**config.mk**
```make
export PLATFORM = sky130hd
export DESIGN_NAME = mem_port_arbiter
export DESIGN_NICKNAME = d
export VERILOG_FILES = /design/src/rtl/mem_port_arbiter.sv
export SDC_FILE = /design/constraint.sdc
export NUM_CORES = 1
export LEC_CHECK = 0
export BUFFER_PORTS_ARGS = -buffer_cell sky130_fd_sc_hd__buf_2
export CAP_MARGIN = 5
export CORE_ASPECT_RATIO = 0.9
export CORE_MARGIN = 5
export CORE_UTILIZATION = 50
export CTS_CLUSTER_DIAMETER = 30
export DETAILED_ROUTE_END_ITERATION = 16
export PLACE_DENSITY = 0.89
export SYNTH_ARGS = -nofsm -noshare
export SYNTH_HDL_FRONTEND = slang
export SYNTH_SLANG_ARGS = --single-unit
```
**constraint.sdc**
```tcl
create_clock -name clk -period 3.6 [get_ports clk]
set_input_delay 0 -clock clk [delete_from_list [all_inputs] [get_ports clk]]
set_output_delay 0 -clock clk [all_outputs]
set_load 0.02 [all_outputs]
```
**src/rtl/mem_port_arbiter.sv**
```systemverilog
// Shares one single-ported memory between fetch and data requesters.
// Data wins by default; fetch is forced through after STARVE_MAX data grants.
module mem_port_arbiter #(
  parameter int STARVE_MAX = 4,
  parameter int AW         = 32
) (
  input  logic          clk,
  input  logic          reset,
  input  logic          if_req,
  input  logic [AW-1:0] if_addr,
  input  logic          if_kill,
  output logic          if_ack,
  output logic [31:0]   if_rdata,
  input  logic          d_req,
  input  logic          d_we,
  input  logic [2:0]    d_size,
  input  logic [AW-1:0] d_addr,
  input  logic [31:0]   d_wdata,
  output logic          d_ack,
  output logic [31:0]   d_rdata,
  output logic          stall_fetch,
  output logic          stall_mem,
  output logic          mem_req,
  output logic          mem_we,
  output logic [2:0]    mem_size,
  output logic [AW-1:0] mem_addr,
  output logic [31:0]   mem_wdata,
  input  logic          mem_ack,
  input  logic [31:0]   mem_rdata
);

  typedef enum logic [1:0] {
    IDLE,
    BUSY_I,
    BUSY_D,
    RESP
  } state_t;

  localparam logic [3:0] SMAX = 4'(STARVE_MAX);

  state_t          state, state_n;
  logic [3:0]      starve, starve_n;
  logic            kill_pend, kill_pend_n;
  logic            kill_now;
  logic            grant_d, grant_i;
  logic            mem_req_n, mem_we_n;
  logic [2:0]      mem_size_n;
  logic [AW-1:0]   mem_addr_n;
  logic [31:0]     mem_wdata_n;
  logic            if_ack_n, d_ack_n;
  logic [31:0]     if_rdata_n, d_rdata_n;

  assign stall_fetch = if_req & ~if_ack;
  assign stall_mem   = d_req & ~d_ack;

  always_comb begin
    state_n     = state;
    kill_pend_n = kill_pend;
    kill_now    = 1'b0;
    grant_d     = 1'b0;
    grant_i     = 1'b0;
    mem_req_n   = mem_req;
    mem_we_n    = mem_we;
    mem_size_n  = mem_size;
    mem_addr_n  = mem_addr;
    mem_wdata_n = mem_wdata;
    if_ack_n    = 1'b0;
    d_ack_n     = 1'b0;
    if_rdata_n  = if_rdata;
    d_rdata_n   = d_rdata;
    unique case (state)
      IDLE: begin
        if (d_req && (!if_req || starve < SMAX)) begin
          grant_d     = 1'b1;
          state_n     = BUSY_D;
          mem_req_n   = 1'b1;
          mem_we_n    = d_we;
          mem_size_n  = d_size;
          mem_addr_n  = d_addr;
          mem_wdata_n = d_wdata;
        end else if (if_req && !if_kill) begin
          grant_i    = 1'b1;
          state_n    = BUSY_I;
          mem_req_n  = 1'b1;
          mem_we_n   = 1'b0;
          mem_size_n = 3'b010;
          mem_addr_n = if_addr;
        end
      end
      BUSY_I: begin
        // a kill landing on the ack cycle still suppresses the response
        kill_now    = kill_pend | if_kill;
        kill_pend_n = kill_now;
        if (mem_ack) begin
          state_n   = RESP;
          mem_req_n = 1'b0;
          mem_we_n  = 1'b0;
          if (!kill_now) begin
            if_ack_n   = 1'b1;
            if_rdata_n = mem_rdata;
          end
        end
      end
      BUSY_D: begin
        if (mem_ack) begin
          state_n   = RESP;
          mem_req_n = 1'b0;
          mem_we_n  = 1'b0;
          d_ack_n   = 1'b1;
          if (!mem_we) d_rdata_n = mem_rdata;
        end
      end
      RESP: begin
        state_n     = IDLE;
        kill_pend_n = 1'b0;
      end
      default: state_n = IDLE;
    endcase
  end

  always_comb begin
    starve_n = starve;
    if (!if_req)
      starve_n = 4'd0;
    else if (grant_i)
      starve_n = 4'd0;
    else if (grant_d && starve < SMAX)
      starve_n = starve + 4'd1;
  end

  always_ff @(posedge clk or negedge reset) begin
    if (!reset) begin
      state     <= IDLE;
      starve    <= 4'd0;
      kill_pend <= 1'b0;
      mem_req   <= 1'b0;
      mem_we    <= 1'b0;
      mem_size  <= 3'b000;
      mem_addr  <= '0;
      mem_wdata <= 32'd0;
      if_ack    <= 1'b0;
      d_ack     <= 1'b0;
      if_rdata  <= 32'd0;
      d_rdata   <= 32'd0;
    end else begin
      state     <= state_n;
      starve    <= starve_n;
      kill_pend <= kill_pend_n;
      mem_req   <= mem_req_n;
      mem_we    <= mem_we_n;
      mem_size  <= mem_size_n;
      mem_addr  <= mem_addr_n;
      mem_wdata <= mem_wdata_n;
      if_ack    <= if_ack_n;
      d_ack     <= d_ack_n;
      if_rdata  <= if_rdata_n;
      d_rdata   <= d_rdata_n;
    end
  end

endmodule
```
Word level (Yosys, flattened, before mapping)
Cells that the tools add are included.
{"block": "op_classes", "bitwise_logic": 7, "n_mux": 29, "n_reduce_logical": 17, "div": 0, "n_mul": 0, "add_sub_neg": 1, "n_lt_le_gt_ge": 1, "eq_ne": 6, "shifts": 0}
{"cell": "32-bit 2-to-1 mux", "count": 2}
{"cell": "1-bit 2-to-1 mux", "count": 15}
{"cell": "4-bit 2-to-1 mux", "count": 3}
{"cell": "3-bit AND reduction", "count": 3}
{"cell": "2-bit 2-to-1 mux", "count": 3}
{"cell": "3-bit 2-to-1 mux", "count": 2}
{"cell": "1-bit case mux with 2 select lines", "count": 3}
{"cell": "2-bit case mux with 3 select lines", "count": 1}
{"cell": "2-bit AND reduction", "count": 3}
{"cell": "2-bit nonzero test", "count": 3}
{"cell": "4-bit by 1-bit adder with 4-bit output, second input constant", "count": 1}
{"cell": "2-bit == test, second input constant", "count": 2}
{"cell": "4-bit by 3-bit < comparator with 1-bit output, second input constant", "count": 1}
{"cell": "1-bit inverter", "count": 4}
{"cell": "1-bit logical AND", "count": 3}
{"cell": "3-bit by 1-bit inequality test with 1-bit output, second input constant", "count": 1}
{"cell": "3-bit inequality test, second input constant", "count": 1}
{"cell": "1-bit bitwise AND", "count": 2}
{"cell": "2-bit by 1-bit == test with 1-bit output, second input constant", "count": 1}
{"cell": "1-bit logical NOT", "count": 2}
{"cell": "2-bit logical NOT", "count": 1}
{"cell": "2-bit by 1-bit inequality test with 1-bit output, second input constant", "count": 1}
{"cell": "2-bit OR reduction", "count": 1}
{"cell": "1-bit logical OR", "count": 1}
{"cell": "1-bit OR", "count": 1}
{"block": "word_totals", "n_memories": 0, "reg_bits": 142, "output_inout_bits": 137, "in_bits": 138, "romBits": 0, "word_cells": 73, "ram_bits": 0, "latchBits": 0}

Longest topological paths before layout
Gate-level depths: netlist (run 1).
{"block": "logic_depth", "ltp_word": 9, "ltp_mapped": 9, "mapped_depth_nobuf": 6}

Least setup slack after synthesis (run 1)
Ideal clock, no wire load.
{"block": "synth_timing", "path_kind": "reg2reg", "startpoint": "reg state[0]", "endpoint": "reg d_rdata[10]", "arrival_ns": 1.533, "path_stages_with_launch": 8, "path_buffers": 2, "setup_ns": 0.125, "period_less_slack_ns": 1.657, "path_slack_ns": 1.943, "required_ns": 3.475, "path_cell_list": "dfrtp_1 inv_1 ha_1 and2_1 nand2b_1 clkbuf_1 buf_2 mux2_2"}
{"block": "synth_via", "elab_chain_cells": 2}
{"item": "start, declared", "line": "41", "source": "state_t state, state_n;"}
{"item": "start signal, assigned", "line": "146", "source": "state <= state_n;"}
{"item": "2-bit == test", "line": "71", "source": "unique case (state)"}
{"item": "3-bit AND reduction (no line)"}
{"item": "end signal, assigned", "line": "157", "source": "d_rdata <= d_rdata_n;"}
{"item": "end, declared", "line": "20", "source": "output logic [31:0] d_rdata,"}
Every way passes these cells.
A chain may end at the register's enable or synchronous reset.

Worst setup path after layout (run 1)
{"block": "layout_timing", "startpoint": "reg state[0]", "endpoint": "reg mem_addr[13]"}
{"block": "layout_via", "elab_chain_cells": 2}
{"item": "2-bit logical NOT", "line": "71"}
{"item": "2-bit AND reduction (no line)"}
{"item": "end signal, assigned", "line": "152", "source": "mem_addr <= mem_addr_n;"}
{"item": "end, declared", "line": "26", "source": "output logic [AW-1:0] mem_addr,"}
Every way passes these cells.

==> impl_table.tex, run 1 <==
\begin{tabular}{lr}
\hline
Metric & Value \\
\hline
\multicolumn{2}{l}{\textbf{Worst setup path}} \\
CP arrival & about 3.3 ns \\
Category of the most critical setup path & register to register \\
Worst reg-to-reg setup slack & 0.62 ns \\
Sort of element at the end of the critical path & register \\
Number of buffers and inverters on the critical path & 3 \\
Crit Reg-Reg Endpoint & mem\_addr[13] \\
Cell-by-cell trace of the critical path & inv\_1, ha\_1, and3b\_1, buf\_4, nand2b\_2, nor2\_1, nor3\_1, dlygate4sd3\_1 \\
Critical path's slowest cell & sky130\_fd\_sc\_hd\_\_dlygate4sd3\_1 \\
R2r startpoint & state[0] \\
Largest delay contributor family on the critical path & simple AND/OR/NAND/NOR gates \\
CP Data Required Time & 3.88 ns \\
Maximum cell stage delay along the critical path & 0.56 ns \\
Type of element launching the critical path & register \\
Depth of the worst register-to-register path & 8 \\
Highest fanout seen on the critical path & 32 \\
\multicolumn{2}{l}{\textbf{Pwr}} \\
Highest ir drop seen on vdd & between 600 and 700 µV \\
Internal cell power & around 5100 µW \\
Net switching share of the total power & $\sim$40\% \\
Portion of total power attributed to the clock network & between 20\% and 30\% \\
P\_sw & 3380 µW \\
Register share of total power & 33.3\% \\
Cell area power density & about 900 mW/mm² \\
Leakage power summed over all cells & approximately 0.0047 µW \\
Combinational cell fraction of total power & between 40\% and 50\% \\
\multicolumn{2}{l}{\textbf{Final layout}} \\
Number of filler instances in the final layout & approximately 600 \\
Final Instance Area & approximately 0.0093 mm² \\
Leading cell types in the layout, fill and taps excluded & sky130\_fd\_sc\_hd\_\_buf\_2 (273), sky130\_fd\_sc\_hd\_\_dfrtp\_1 (142), sky130\_fd\_sc\_hd\_\_dlygate4sd3\_1 (137) \\
P\&R area growth vs syn & 60.2\% \\
Final net count & between 1000 and 1500 \\
Leading cell type in the layout, fill and taps excluded & sky130\_fd\_sc\_hd\_\_buf\_2 \\
Final antenna diode count & 0 \\
Layout cell share with drive strength beyond 1 & roughly two fifths \\
\multicolumn{2}{l}{\textbf{Die}} \\
I/O pins & approximately 280 \\
Initial standard-cell utilization of the core & around half \\
Core Region & between 0.01 and 0.015 mm² \\
Area enclosed by the die boundary & roughly 0.014 mm² \\
Vert. Die Dim & between 100 and 150 µm \\
Cell row count & 37 \\
Floorplan die width & 123 µm \\
\multicolumn{2}{l}{\textbf{Logic synthesis}} \\
Number of nets in the synthesized netlist & 660 \\
Fraction of synthesized cell area in xor and xnor cells & less than 1\% \\
Area fraction in compound gates after synthesis & under 10\% \\
Arithmetic-cell share of the synthesized area counting full adders, half adders and majority gates & roughly 1.1\% \\
Largest family of logic cells by synthesized area & simple AND/OR/NAND/NOR gates \\
Sequential cell area fraction in the yosys report & 61.5\% \\
Simple logic cell fraction of the synthesized area & 18.5\% \\
Avg Cell Area, Syn & 11.2 µm² \\
Unique masters post-synth & 37 \\
Multiplexer share of the synthesized area & between 10\% and 20\% \\
Number of synthesis warnings & 0 \\
Number of standard cells after synthesis & 517 \\
Cell Area, Synth & between 0.005 and 0.006 mm² \\
Total of flip-flops plus latches after synthesis & 142 \\
\multicolumn{2}{l}{\textbf{Placement}} \\
Worst setup timing slack at the placement stage & approximately 1.3 ns \\
Placed wire-length estimate & 11.8 mm \\
Port buffer count & around 270 \\
Placed cell areas & about 0.0073 mm² \\
Final GP Congestion & approximately 0.83 \\
\multicolumn{2}{l}{\textbf{Timing}} \\
Worst path setup slack after routing & roughly 0.62 ns \\
Achievable clock frequency & approximately 340 MHz \\
Sum of negative setup slack & 0 ns \\
Smallest hold slack & $\sim$0.15 ns \\
Transition time at the pin with the least slew margin & about 0.96 ns \\
Unrepaired setup endpoints after global routing & false \\
Final critical delay including setup and external delays & approximately 3 ns \\
Worst clock skew & around 0.010 ns \\
Period utilization & between 80\% and 90\% \\
Final count of negative-setup-slack endpoints & 0 \\
Count of endpoints failing hold in the final timing report & 0 \\
Final max-slew violation count & 0 \\
Relative max-transition margin & between 30 and 40\% \\
\multicolumn{2}{l}{\textbf{Status}} \\
Outcome & completed \\
\multicolumn{2}{l}{\textbf{Drt}} \\
Remaining routing DRC violations & 0 \\
Routed via count & around 6000 \\
Initial DRC count & between 500 and 600 \\
Wire length reported by the detailed router & 21.8 mm \\
Post-detailed-route wirelength per cell & $\sim$20 µm \\
DRT antenna net count & 0 \\
Detailed-routing iteration count for the pre-antenna-repair pass & 6 \\
Mean number of vias per cell & $\sim$5.4 \\
\multicolumn{2}{l}{\textbf{Clocking}} \\
CTS root buf & sky130\_fd\_sc\_hd\_\_clkbuf\_16 \\
Clock slew at the register clock pins of the worst setup and hold paths & 0.06 ns \\
Post-CTS Resized & 0 \\
Maximum clock insertion buffer count & 2 \\
Total CTS buffers & 17 \\
Post-CTS Repair Setup Buffers & 0 \\
Clock tree from TritonCTS & yes \\
Worst-skew pair later-pin latency & between 0.4 and 0.5 ns \\
Htree depth & 4 \\
Clock Sink Count & roughly 140 \\
\multicolumn{2}{l}{\textbf{Global routing}} \\
Pin count of the biggest net entering global routing & about 110 \\
Overflow after GRT & 0 \\
Wire length of the first global-routing pass & between 30 and 40 mm \\
Number of global-route vias before repair & roughly 6400 \\
Antenna violations before repair & 0 \\
Overall track demand over capacity in global routing & 32.0\% \\
\multicolumn{2}{l}{\textbf{Hold path}} \\
Cells on Worst Hold Path & 4 \\
Capture endpoint of the worst hold path & mem\_req \\
Worst min-delay path class & input port to register \\
Worst hold path startpoint & d\_req \\
\multicolumn{2}{l}{\textbf{Flow run}} \\
Max-capacitance violation count & 0 \\
\hline
\end{tabular}
## what timing repair did
| item | 4_1_cts | 5_1_grt |
|---|---|---|
| hold endpoints to repair | 238 | 0 |
| endpoints found under the setup margin | 0 | 0 |
| hold buffers | 137 | 0 |
## layer usage
layer	vias up	routed length, µm	global-route usage [%]
met3	113	2250	9.65
met4	0	1280	18.2
met5	-	0	0
met1	2804	7510	36.0
met2	447	10800	53.7
li1	2536	-	-
## through the flow
stage | utilization, % | std cells | power (µW)
after CTS | 81.3 | 1094 | 8270
after global placement | 63.8 | 926 | 5870
after global routing | 81.3 | 1094 | 8890
after detailed placement | 63.8 | 926 | 6010
final | 81.3 | 1094 | 8480
after floorplan | - | 517 | 4800
## cell families (layout without fill, tap and decap cells)
kind of cell,Yosys count,after routing
AOI/OAI and AO/OA,20,20
and+or+nand+nor,248,248
DFF,142,142
adders and majority gates,5,5
muxes,65,65
xor gates and xnor gates,1,1
buffers and inverters,36,457
## layout make-up
| cell class | instances | area [µm²] | area share, % |
|---|---|---|---|
| clock inverters | 12 | 184 | 1.99 |
| repair buffers | 420 | 2820 | 30.4 |
| inverters | 6 | 22.5 | 0.243 |
| multi-input cells | 339 | 2050 | 22.1 |
| clock buffers | 19 | 443 | 4.78 |
| flip-flops and latches | 142 | 3550 | 38.4 |
| well taps | 156 | 195 | 2.11 |
## synthesized netlist by cell type
| cell type | n | area share (%) |
|---|---|---|
| sky130_fd_sc_hd__mux2_4 | 10 | 2.6 |
| sky130_fd_sc_hd__a21oi_1 | 6 | 0.52 |
| sky130_fd_sc_hd__a221oi_1 | 1 | 0.15 |
| sky130_fd_sc_hd__nand2b_1 | 4 | 0.43 |
| sky130_fd_sc_hd__buf_4 | 4 | 0.52 |
| sky130_fd_sc_hd__o21ai_0 | 4 | 0.35 |
| sky130_fd_sc_hd__nor3b_1 | 1 | 0.13 |
| sky130_fd_sc_hd__dfrtp_1 | 142 | 61 |
| sky130_fd_sc_hd__nor4b_4 | 1 | 0.41 |
| sky130_fd_sc_hd__ha_1 | 5 | 1.1 |
| sky130_fd_sc_hd__and3b_1 | 1 | 0.15 |
| sky130_fd_sc_hd__nor2b_1 | 2 | 0.22 |
| sky130_fd_sc_hd__nor2_1 | 70 | 4.5 |
| sky130_fd_sc_hd__nand3_1 | 1 | 0.087 |
| sky130_fd_sc_hd__nor3_1 | 62 | 5.4 |
| sky130_fd_sc_hd__inv_1 | 6 | 0.39 |
| sky130_fd_sc_hd__a31oi_1 | 1 | 0.11 |
| sky130_fd_sc_hd__clkbuf_1 | 11 | 0.71 |
| sky130_fd_sc_hd__a22o_1 | 2 | 0.30 |
| sky130_fd_sc_hd__o21ai_1 | 1 | 0.087 |
| sky130_fd_sc_hd__a21o_1 | 1 | 0.13 |
| sky130_fd_sc_hd__mux2i_1 | 1 | 0.17 |
| sky130_fd_sc_hd__buf_2 | 11 | 0.95 |
| sky130_fd_sc_hd__o22ai_1 | 1 | 0.11 |
| sky130_fd_sc_hd__nand2b_2 | 1 | 0.15 |
| sky130_fd_sc_hd__buf_6 | 3 | 0.58 |
| sky130_fd_sc_hd__nand2_1 | 100 | 6.5 |
| sky130_fd_sc_hd__nand4_1 | 1 | 0.11 |
| sky130_fd_sc_hd__o311ai_0 | 1 | 0.15 |
| sky130_fd_sc_hd__and2_1 | 3 | 0.32 |
| sky130_fd_sc_hd__and3_1 | 1 | 0.11 |
| sky130_fd_sc_hd__xnor2_1 | 1 | 0.15 |
| sky130_fd_sc_hd__mux2_2 | 52 | 10 |
| sky130_fd_sc_hd__o2bb2ai_1 | 1 | 0.15 |
| sky130_fd_sc_hd__buf_1 | 1 | 0.065 |
| sky130_fd_sc_hd__mux2_1 | 2 | 0.39 |
| sky130_fd_sc_hd__a21bo_2 | 1 | 0.17 |
## power groups by stage
stage | Combinational, µW | Clock, µW | Sequential (µW)
6_report | 3790 | 1870 | 2820
5_1_grt | 4030 | 1960 | 2910
3_5_place_dp | 3250 | 0 | 2760
4_1_cts | 3640 | 1880 | 2750
2_1_floorplan | 1170 | 0 | 3630
3_3_place_gp | 3160 | 0 | 2710
## worst reg2reg max path: cells and delay by family, from the launching register on
kind,cells,cell delay [ns]
buffers and inverters,3,1.00
adders and majority gates,1,0.35
and+or+nand+nor,4,1.10
DFF,1,0.40
## worst max-delay path by stage
stage | startpoint | to | slack (ns) | cells past startpoint
final | state[0] | mem_addr[13] | 0.62 | 8
after global routing | state[0] | mem_addr[1] | 0.46 | 7
after CTS | state[0] | mem_addr[1] | 0.76 | 7
after detailed placement | state[0] | mem_addr[1] | 1.31 | 6
after global placement | state[0] | mem_addr[1] | 1.36 | 6
after floorplan | state[0] | d_rdata[10] | 1.94 | 7
## state kept, by name, indices dropped and copies added, names as in the netlist
register / count
d_ack: 1
mem_addr: 32
mem_req: 1
mem_wdata: 32
if_rdata: 32
d_rdata: 32
state: 2
starve: 4
kill_pend: 1
if_ack: 1
mem_size: 3
mem_we: 1
No activity file was read; power rests on OpenSTA's default activity.
==> run 2, diff against run 1 <==
--- a/config.mk
+++ b/config.mk
@@ -5,14 +5,15 @@
 export SDC_FILE = /design/constraint.sdc
 export NUM_CORES = 1
 export LEC_CHECK = 0
+export ABC_AREA = 1
 export BUFFER_PORTS_ARGS = -buffer_cell sky130_fd_sc_hd__buf_2
 export CAP_MARGIN = 5
 export CORE_ASPECT_RATIO = 0.9
 export CORE_MARGIN = 5
-export CORE_UTILIZATION = 50
+export CORE_UTILIZATION = 47
 export CTS_CLUSTER_DIAMETER = 30
 export DETAILED_ROUTE_END_ITERATION = 16
-export PLACE_DENSITY = 0.89
+export PLACE_DENSITY = 0.85
 export SYNTH_ARGS = -nofsm -noshare
 export SYNTH_HDL_FRONTEND = slang
 export SYNTH_SLANG_ARGS = --single-unit
==> constraint.sdc (replaced) <==
create_clock -name clk -period 2.9 [get_ports clk]
set_input_delay 0 -clock clk [delete_from_list [all_inputs] [get_ports clk]]
set_output_delay 0 -clock clk [all_outputs]
set_load 0.02 [all_outputs]
==> impl_table.tex, run 2 <==
\begin{tabular}{lr}
\hline
Metric & Value \\
\hline
\multicolumn{2}{l}{\textbf{Clocking}} \\
Clock Sink Count & 142 (unchanged) \\
Post-CTS Resized & 0 (unchanged) \\
Clock tree from TritonCTS & yes \\
Post-CTS Repair Setup Buffers & 0 (unchanged) \\
Maximum clock insertion buffer count & 2 (unchanged) \\
Htree depth & 4 (unchanged) \\
Worst-skew pair later-pin latency & 0.41 ns (about the same) \\
Post-CTS Hold Buffers & 134 (-2.2\%) \\
CTS root buf & sky130\_fd\_sc\_hd\_\_clkbuf\_16 \\
Clock slew at the register clock pins of the worst setup and hold paths & 0.06 ns (about the same) \\
Total CTS buffers & 17 (unchanged) \\
\multicolumn{2}{l}{\textbf{Logic synthesis}} \\
Total of flip-flops plus latches after synthesis & 142 (unchanged) \\
Cell with the most instances after synthesis & sky130\_fd\_sc\_hd\_\_nand2\_1 \\
Most numerous cell types in the synthesized netlist & sky130\_fd\_sc\_hd\_\_nand2\_1 (342), sky130\_fd\_sc\_hd\_\_dfrtp\_1 (142), sky130\_fd\_sc\_hd\_\_o21ai\_0 (66), sky130\_fd\_sc\_hd\_\_inv\_1 (45), sky130\_fd\_sc\_hd\_\_nand3\_1 (38) \\
Avg Cell Area, Syn & 8.40 µm² (-25\%) \\
Most used DFF post-synth & sky130\_fd\_sc\_hd\_\_dfrtp\_1 \\
Number of standard cells after synthesis & 699 (+35\%) \\
Most area-hungry cell type in the Yosys netlist & sky130\_fd\_sc\_hd\_\_dfrtp\_1 \\
Number of synthesized flops with an enable pin & 0 (unchanged) \\
Number of synthesis warnings & 0 (unchanged) \\
Unique masters post-synth & 19 (-49\%) \\
Number of nets in the synthesized netlist & 842 (+28\%) \\
Share of the synthesized area in the top cell type & 60.5\% (-0.98 points) \\
Sequential cell area fraction in the yosys report & 60.5\% (-0.98 points) \\
Post-synth ARST share & 100\% (unchanged) \\
Cell Area, Synth & 0.00587 mm² (+1.6\%) \\
Dominant cells by area after synthesis & sky130\_fd\_sc\_hd\_\_dfrtp\_1 (61\%), sky130\_fd\_sc\_hd\_\_nand2\_1 (22\%), sky130\_fd\_sc\_hd\_\_o21ai\_0 (5.6\%) \\
\multicolumn{2}{l}{\textbf{Flow run}} \\
Max-capacitance violation count & 0 (unchanged) \\
\multicolumn{2}{l}{\textbf{Die}} \\
I/O pins & 275 (unchanged) \\
Floorplan die width & 128 µm (+3.7\%) \\
Initial standard-cell utilization of the core & 48.3\% (-2.5 points) \\
Core Region & 0.0122 mm² (+6.9\%) \\
Cell row count & 38 (+2.7\%) \\
Vert. Die Dim & 116 µm (+3.6\%) \\
Area enclosed by the die boundary & 0.0148 mm² (+7.4\%) \\
\multicolumn{2}{l}{\textbf{Final layout}} \\
P\&R area growth vs syn & 60.0\% \\
Leading cell types in the layout, fill and taps excluded & sky130\_fd\_sc\_hd\_\_nand2\_1 (342), sky130\_fd\_sc\_hd\_\_buf\_2 (273), sky130\_fd\_sc\_hd\_\_dfrtp\_1 (142) \\
Number of filler instances in the final layout & 734 (+23\%) \\
Cell Count, Final, Fillers Out & 1273 (+16\%) \\
Leading cell type in the layout, fill and taps excluded & sky130\_fd\_sc\_hd\_\_nand2\_1 \\
Layout cell share with drive strength beyond 1 & 28.7\% (-12 points) \\
Final net count & 1241 (+16\%) \\
\multicolumn{2}{l}{\textbf{Hold path}} \\
Worst hold path startpoint & d\_addr[20] \\
Cells on Worst Hold Path & 5 (+1) \\
Worst min-delay path class & input port to register \\
Capture endpoint of the worst hold path & mem\_addr[20] \\
\multicolumn{2}{l}{\textbf{Pwr}} \\
Register share of total power & 34.6\% (+1.3 points) \\
Net switching share of the total power & 40.8\% (+0.94 points) \\
Cell area power density & 1040 mW/mm² (+14\%) \\
P\_sw & 4000 µW (+18\%) \\
Combinational cell fraction of total power & 40.5\% (-4.1 points) \\
Leakage power summed over all cells & 0.00536 µW (+15\%) \\
Highest ir drop seen on vdd & 598 µV (-9.4\%) \\
Internal cell power & 5800 µW (+14\%) \\
Portion of total power attributed to the clock network & 24.9\% (+2.8 points) \\
\multicolumn{2}{l}{\textbf{Placement}} \\
Placed insts & 1105 (+19\%) \\
Final GP Congestion & 0.863 (+3.7\%) \\
Placed wire-length estimate & 11.9 mm (+1.6\%) \\
Worst setup timing slack at the placement stage & 0.877 ns (-0.429 ns) \\
Port buffer count & 274 (unchanged) \\
\multicolumn{2}{l}{\textbf{Timing}} \\
Worst path setup slack after routing & 0.573 ns (-0.0484 ns) \\
Sum of negative setup slack & 0 ns (unchanged) \\
Count of endpoints failing hold in the final timing report & 0 (unchanged) \\
Transition time at the pin with the least slew margin & 1.06 ns (+0.0988 ns) \\
Worst clock skew & 0.0113 ns (+0.00114 ns) \\
Final max-slew violation count & 0 (unchanged) \\
Final critical delay including setup and external delays & 2.33 ns (-0.652 ns) \\
Period utilization & 80.2\% (-2.5 points) \\
Final count of negative-setup-slack endpoints & 0 (unchanged) \\
Unrepaired setup endpoints after global routing & false \\
Achievable clock frequency & 430 MHz (+28\%) \\
Relative max-transition margin & 29.7\% (-6.6 points) \\
\multicolumn{2}{l}{\textbf{Worst setup path}} \\
Sort of element at the end of the critical path & register \\
CP arrival & 2.61 ns (-0.65 ns) \\
CP Data Required Time & 3.18 ns (-0.70 ns) \\
Depth of the worst register-to-register path & 9 (+1) \\
Crit Reg-Reg Endpoint & mem\_addr[2] \\
Category of the most critical setup path & register to register \\
Worst reg-to-reg setup slack & 0.57 ns (-0.05 ns) \\
Type of element launching the critical path & register \\
Highest fanout seen on the critical path & 36 (+13\%) \\
R2r startpoint & starve[2] \\
\multicolumn{2}{l}{\textbf{Global routing}} \\
Overflow after GRT & 0 (unchanged) \\
Overall track demand over capacity in global routing & 28.3\% (-3.7 points) \\
Antenna violations before repair & 2 (+2) \\
Pin count of the biggest net entering global routing & 79 (-25\%) \\
Number of global-route vias before repair & 6773 (+5.4\%) \\
Wire length of the first global-routing pass & 33.1 mm (-2.4\%) \\
\multicolumn{2}{l}{\textbf{Drt}} \\
Post-detailed-route wirelength per cell & 16.4 µm (-18\%) \\
Wire length reported by the detailed router & 20.9 mm (-4.5\%) \\
Initial DRC count & 516 (-13\%) \\
DRT antenna net count & 0 (unchanged) \\
Remaining routing DRC violations & 0 (unchanged) \\
Mean number of vias per cell & 5.05 (-6.4\%) \\
Routed via count & 6427 (+8.9\%) \\
Detailed-routing iteration count for the pre-antenna-repair pass & 6 (unchanged) \\
\multicolumn{2}{l}{\textbf{Status}} \\
Outcome & completed \\
\hline
\end{tabular}
==> run 2: cell types whose count changed in the layout (fill, tap and decap cells not counted), sizes merged, moves of 37 or more <==
| cell | delta |
|---|---|
| inv | +39 |
| mux2 | -64 |
| nand2 | +243 |
| nand3 | +37 |
| nor2 | -59 |
| nor3 | -62 |
| o21ai | +62 |
==> run 2: worst max path at each step <==
stage	startpoint	end	slack, ns	cells after the start
floorplan	state[0]	d_rdata[10]	1.35	8
global placement	starve[2]	mem_addr[13]	0.97	7
detailed placement	starve[2]	mem_addr[2]	0.88	7
CTS	starve[2]	mem_addr[29]	0.64	9
global route	starve[2]	mem_addr[21]	0.49	9
finish	starve[2]	mem_addr[2]	0.57	9
==> run 2: critical path, stage by stage, from the launching register on <==
cell and delay (ns):
sky130_fd_sc_hd__dfrtp_1 0.41, sky130_fd_sc_hd__o21ai_2 0.13, sky130_fd_sc_hd__buf_4 0.35, sky130_fd_sc_hd__nand2_2 0.13
sky130_fd_sc_hd__buf_4 0.30, sky130_fd_sc_hd__nand2_1 0.10, sky130_fd_sc_hd__nand2_1 0.05, sky130_fd_sc_hd__dlygate4sd3_1 0.58
sky130_fd_sc_hd__nand2_1 0.10, sky130_fd_sc_hd__nand2_1 0.07
==> run 2: kinds of logic (layout without fill, tap and decap cells) <==
| group | count (synthesis) | count (layout) | share of synthesized area [%] |
|---|---|---|---|
| xor+xnor | 1 | 1 | 0.149 |
| fa+ha+maj | 5 | 5 | 1.07 |
| compound gates | 71 | 71 | 6.35 |
| simple gates | 397 | 397 | 26.4 |
| flops | 142 | 142 | 60.5 |
| buf+inv | 83 | 494 | 5.50 |
| other cells | 0 | 3 | 0 |
==> run 2: area by class of cell <==
type	instances	area, µm²	area share [%]
clock buffer	18	429	4.57
timing repair buffer	416	2790	29.7
multi-input combinational	474	2000	21.3
sequential	142	3550	37.8
antenna	3	7.51	0.0799
inverter	47	176	1.88
clock inverter	13	236	2.52
tap	160	200	2.13
==> run 2: power groups by stage <==
stage / sequential [µW] / combinational, µW / clock, µW
2_1_floorplan: 4410 / 1240 / 0
3_3_place_gp: 3350 / 3610 / 0
3_5_place_dp: 3350 / 3750 / 0
4_1_cts: 3350 / 3900 / 2480
5_1_grt: 3490 / 4330 / 2570
6_report: 3390 / 3970 / 2440
==> run 2: metrics by stage <==
stage	instance area [µm²]	hold WS [ns]	power, µW	util [%]
floorplan	5870	-0.296	5640	-
global placement	7380	0.0302	6960	60.6
detailed placement	7380	0.0258	7090	60.6
CTS	9390	0.00926	9730	77.1
global route	9390	0.0235	10400	77.2
finish	9400	0.0523	9800	77.2
==> run 2: metal layers <==
metal	track usage (%)	wire (µm)
met1	30.6	7430
met3	7.65	1660
met4	15.3	1070
met2	50.6	10700
met5	0	0
==> run 3, diff against run 2 <==
--- a/config.mk
+++ b/config.mk
@@ -10,10 +10,10 @@
 export CAP_MARGIN = 5
 export CORE_ASPECT_RATIO = 0.9
 export CORE_MARGIN = 5
-export CORE_UTILIZATION = 47
+export CORE_UTILIZATION = 42
 export CTS_CLUSTER_DIAMETER = 30
 export DETAILED_ROUTE_END_ITERATION = 16
-export PLACE_DENSITY = 0.85
+export PLACE_DENSITY = 0.8
 export SYNTH_ARGS = -nofsm -noshare
 export SYNTH_HDL_FRONTEND = slang
 export SYNTH_SLANG_ARGS = --single-unit
==> constraint.sdc (replaced) <==
create_clock -name clk -period 2.04 [get_ports clk]
set_input_delay 0 -clock clk [delete_from_list [all_inputs] [get_ports clk]]
set_output_delay 0 -clock clk [all_outputs]
set_load 0.02 [all_outputs]
==> impl_table.tex, run 3 (synthesis gave the netlist of run 2 again) <==
\begin{tabular}{lr}
\hline
Metric & Value \\
\hline
\multicolumn{2}{l}{\textbf{Status}} \\
Outcome & completed \\
\multicolumn{2}{l}{\textbf{Worst setup path}} \\
Number of buffers and inverters on the critical path & 2 (-1) \\
Type of element launching the critical path & register \\
Crit Reg-Reg Endpoint & mem\_addr[20] \\
Highest fanout seen on the critical path & 19 (-47\%) \\
Category of the most critical setup path & register to register \\
Maximum cell stage delay along the critical path & 0.55 ns (-0.03 ns) \\
CP Data Required Time & 2.38 ns (-0.80 ns) \\
Cell-by-cell trace of the critical path & o21ai\_4, buf\_4, nand3\_1, nand2\_1, dlygate4sd3\_1, nand2\_1, nand2\_1 \\
CP arrival & 2.35 ns (-0.26 ns) \\
Cell with the most instances on the worst path & sky130\_fd\_sc\_hd\_\_nand2\_1 \\
Sort of element at the end of the critical path & register \\
Worst reg-to-reg setup slack & 0.03 ns (-0.54 ns) \\
Largest delay contributor family on the critical path & buffers and inverters \\
R2r startpoint & starve[2] \\
Depth of the worst register-to-register path & 7 (-2) \\
Critical path's slowest cell & sky130\_fd\_sc\_hd\_\_dlygate4sd3\_1 \\
\multicolumn{2}{l}{\textbf{Die}} \\
Core Region & 0.0139 mm² (+14\%) \\
I/O pins & 275 (unchanged) \\
Area enclosed by the die boundary & 0.0165 mm² (+11\%) \\
Initial standard-cell utilization of the core & 42.4\% (-5.8 points) \\
Floorplan die width & 135 µm (+5.3\%) \\
Vert. Die Dim & 122 µm (+5.3\%) \\
Cell row count & 41 (+7.9\%) \\
\multicolumn{2}{l}{\textbf{Clocking}} \\
Clock slew at the register clock pins of the worst setup and hold paths & 0.06 ns (about the same) \\
Htree depth & 4 (unchanged) \\
Total CTS buffers & 17 (unchanged) \\
CTS root buf & sky130\_fd\_sc\_hd\_\_clkbuf\_16 \\
Clock Sink Count & 142 (unchanged) \\
Maximum clock insertion buffer count & 2 (unchanged) \\
Clock tree from TritonCTS & yes \\
Worst-skew pair later-pin latency & 0.42 ns (about the same) \\
\multicolumn{2}{l}{\textbf{Final layout}} \\
Layout cell share with drive strength beyond 1 & 29.4\% (+0.67 points) \\
Sequential cell area & 0.00355 mm² (unchanged) \\
P\&R area growth vs syn & 61.0\% \\
Utilization after layout & 68.3\% (-8.9 points) \\
Final net count & 1252 (+0.89\%) \\
Final antenna diode count & 0 (-3) \\
Final Instance Area & 0.00946 mm² (+0.63\%) \\
Leading cell type in the layout, fill and taps excluded & sky130\_fd\_sc\_hd\_\_nand2\_1 \\
Leading cell types in the layout, fill and taps excluded & sky130\_fd\_sc\_hd\_\_nand2\_1 (342), sky130\_fd\_sc\_hd\_\_buf\_2 (273), sky130\_fd\_sc\_hd\_\_dfrtp\_1 (142) \\
Multi-input gate area in the final layout & 0.00201 mm² (+0.62\%) \\
Number of filler instances in the final layout & 992 (+35\%) \\
\multicolumn{2}{l}{\textbf{Drt}} \\
DRT antenna net count & 0 (unchanged) \\
Wire length reported by the detailed router & 21.0 mm (+0.67\%) \\
Initial DRC count & 381 (-26\%) \\
Routed via count & 6344 (-1.3\%) \\
Detailed-routing iteration count for the pre-antenna-repair pass & 5 (-1) \\
Mean number of vias per cell & 4.90 (-2.9\%) \\
Remaining routing DRC violations & 0 (unchanged) \\
Post-detailed-route wirelength per cell & 16.2 µm (-0.97\%) \\
\multicolumn{2}{l}{\textbf{Placement}} \\
Port buffer count & 274 (unchanged) \\
Placed wire-length estimate & 12.0 mm (about the same) \\
Placed cell areas & 0.00748 mm² (+1.3\%) \\
Final GP Congestion & 0.784 (-9.2\%) \\
\multicolumn{2}{l}{\textbf{Global routing}} \\
Overflow after GRT & 0 (unchanged) \\
Number of global-route vias before repair & 6528 (-3.6\%) \\
Overall track demand over capacity in global routing & 25.6\% (-2.7 points) \\
Pin count of the biggest net entering global routing & 65 (-18\%) \\
Antenna violations before repair & 0 (-2) \\
Wire length of the first global-routing pass & 32.9 mm (-0.65\%) \\
\multicolumn{2}{l}{\textbf{Timing}} \\
Count of endpoints failing hold in the final timing report & 0 (unchanged) \\
Sum of negative setup slack & 0 ns (unchanged) \\
Transition time at the pin with the least slew margin & 0.578 ns (-0.477 ns) \\
Period utilization & 98.5\% (+18 points) \\
Relative max-transition margin & 61.5\% (+32 points) \\
Worst clock skew & 0.0112 ns (-0.0000759 ns) \\
Achievable clock frequency & 497 MHz (+16\%) \\
Final count of negative-setup-slack endpoints & 0 (unchanged) \\
Final critical delay including setup and external delays & 2.01 ns (-0.317 ns) \\
Final max-slew violation count & 0 (unchanged) \\
Smallest hold slack & 0.0726 ns (+0.0203 ns) \\
Unrepaired setup endpoints after global routing & true \\
\multicolumn{2}{l}{\textbf{Flow run}} \\
Max-capacitance violation count & 0 (unchanged) \\
\multicolumn{2}{l}{\textbf{Hold path}} \\
Worst min-delay path class & input port to register \\
Worst hold path startpoint & d\_req \\
Capture endpoint of the worst hold path & mem\_we \\
Cells on Worst Hold Path & 5 (unchanged) \\
\multicolumn{2}{l}{\textbf{Pwr}} \\
Cell area power density & 1440 mW/mm² (+38\%) \\
Leakage power summed over all cells & 0.00538 µW (+0.54\%) \\
Highest ir drop seen on vdd & 835 µV (+40\%) \\
Total power of the final layout & 13600 µW (+39\%) \\
\hline
\end{tabular}
run 3: cell types whose count changed in the layout (fill, tap and decap cells not counted), sizes merged:
cell | before | now
clkinvlp | 1 | 2
buf | 282 | 291
clkinv | 5 | 7
diode | 3 | 0
dlygate4sd3 | 134 | 136
bufinv | 6 | 2
inv | 48 | 50
run 3: metal layers:
metal  share of wire (%)  GRT usage [%]
met3                 6.9           7.72
met4                 5.1           13.7
met5                   0              0
met2                  52           45.1
met1                  36           27.6
run 3: worst max-delay path by stage:
| stage | depth (start not counted) | endpoint | start | slack [ns] |
|---|---|---|---|---|
| floorplan | 8 | d_rdata[10] | state[0] | 0.49 |
| detailed placement | 6 | mem_wdata[24] | state[0] | 0.28 |
| global route | 7 | mem_addr[20] | starve[2] | -0.03 |
| finish | 7 | mem_addr[20] | starve[2] | 0.03 |
| global placement | 6 | mem_wdata[21] | state[0] | 0.32 |
| CTS | 8 | mem_addr[1] | starve[2] | 0.02 |
run 3: timing repair:
action	CTS	global route
endpoints found under the hold margin	225	0
hold buffers	136	0
buffers inserted	0	0
setup endpoints to repair	0	30
gates resized for setup	0	4
run 3: cell type report:
| cell class | count | area share, % |
|---|---|---|
| sequential | 142 | 37.6 |
| clock inverter | 14 | 1.67 |
| inverter | 47 | 1.87 |
| clock buffer | 18 | 4.64 |
| timing repair buffer | 427 | 30.7 |
| tap | 172 | 2.28 |
| multi-input combinational | 474 | 21.3 |
run 3: through the flow:
step	cells	setup WS [ns]
final	1294	0.0296
after global routing	1294	-0.0328
after CTS	1294	0.0155
after detailed placement	1126	0.280
after global placement	1126	0.316
after floorplan	699	0.485
run 3: report_power, final:
part           total [µW]  switching (µW)  internal (µW)
combinational        5700            3790           1910
sequential           4810             723           4090
clock                3080            1220           1850
total               13600            5740           7850
run 3: worst register-to-register path, cell delays in order, from the launching register on:
cell	delay [ns]
sky130_fd_sc_hd__dfrtp_1	0.42
sky130_fd_sc_hd__o21ai_4	0.24
sky130_fd_sc_hd__buf_4	0.29
sky130_fd_sc_hd__nand3_1	0.18
sky130_fd_sc_hd__nand2_1	0.12
sky130_fd_sc_hd__dlygate4sd3_1	0.55
sky130_fd_sc_hd__nand2_1	0.05
sky130_fd_sc_hd__nand2_1	0.10
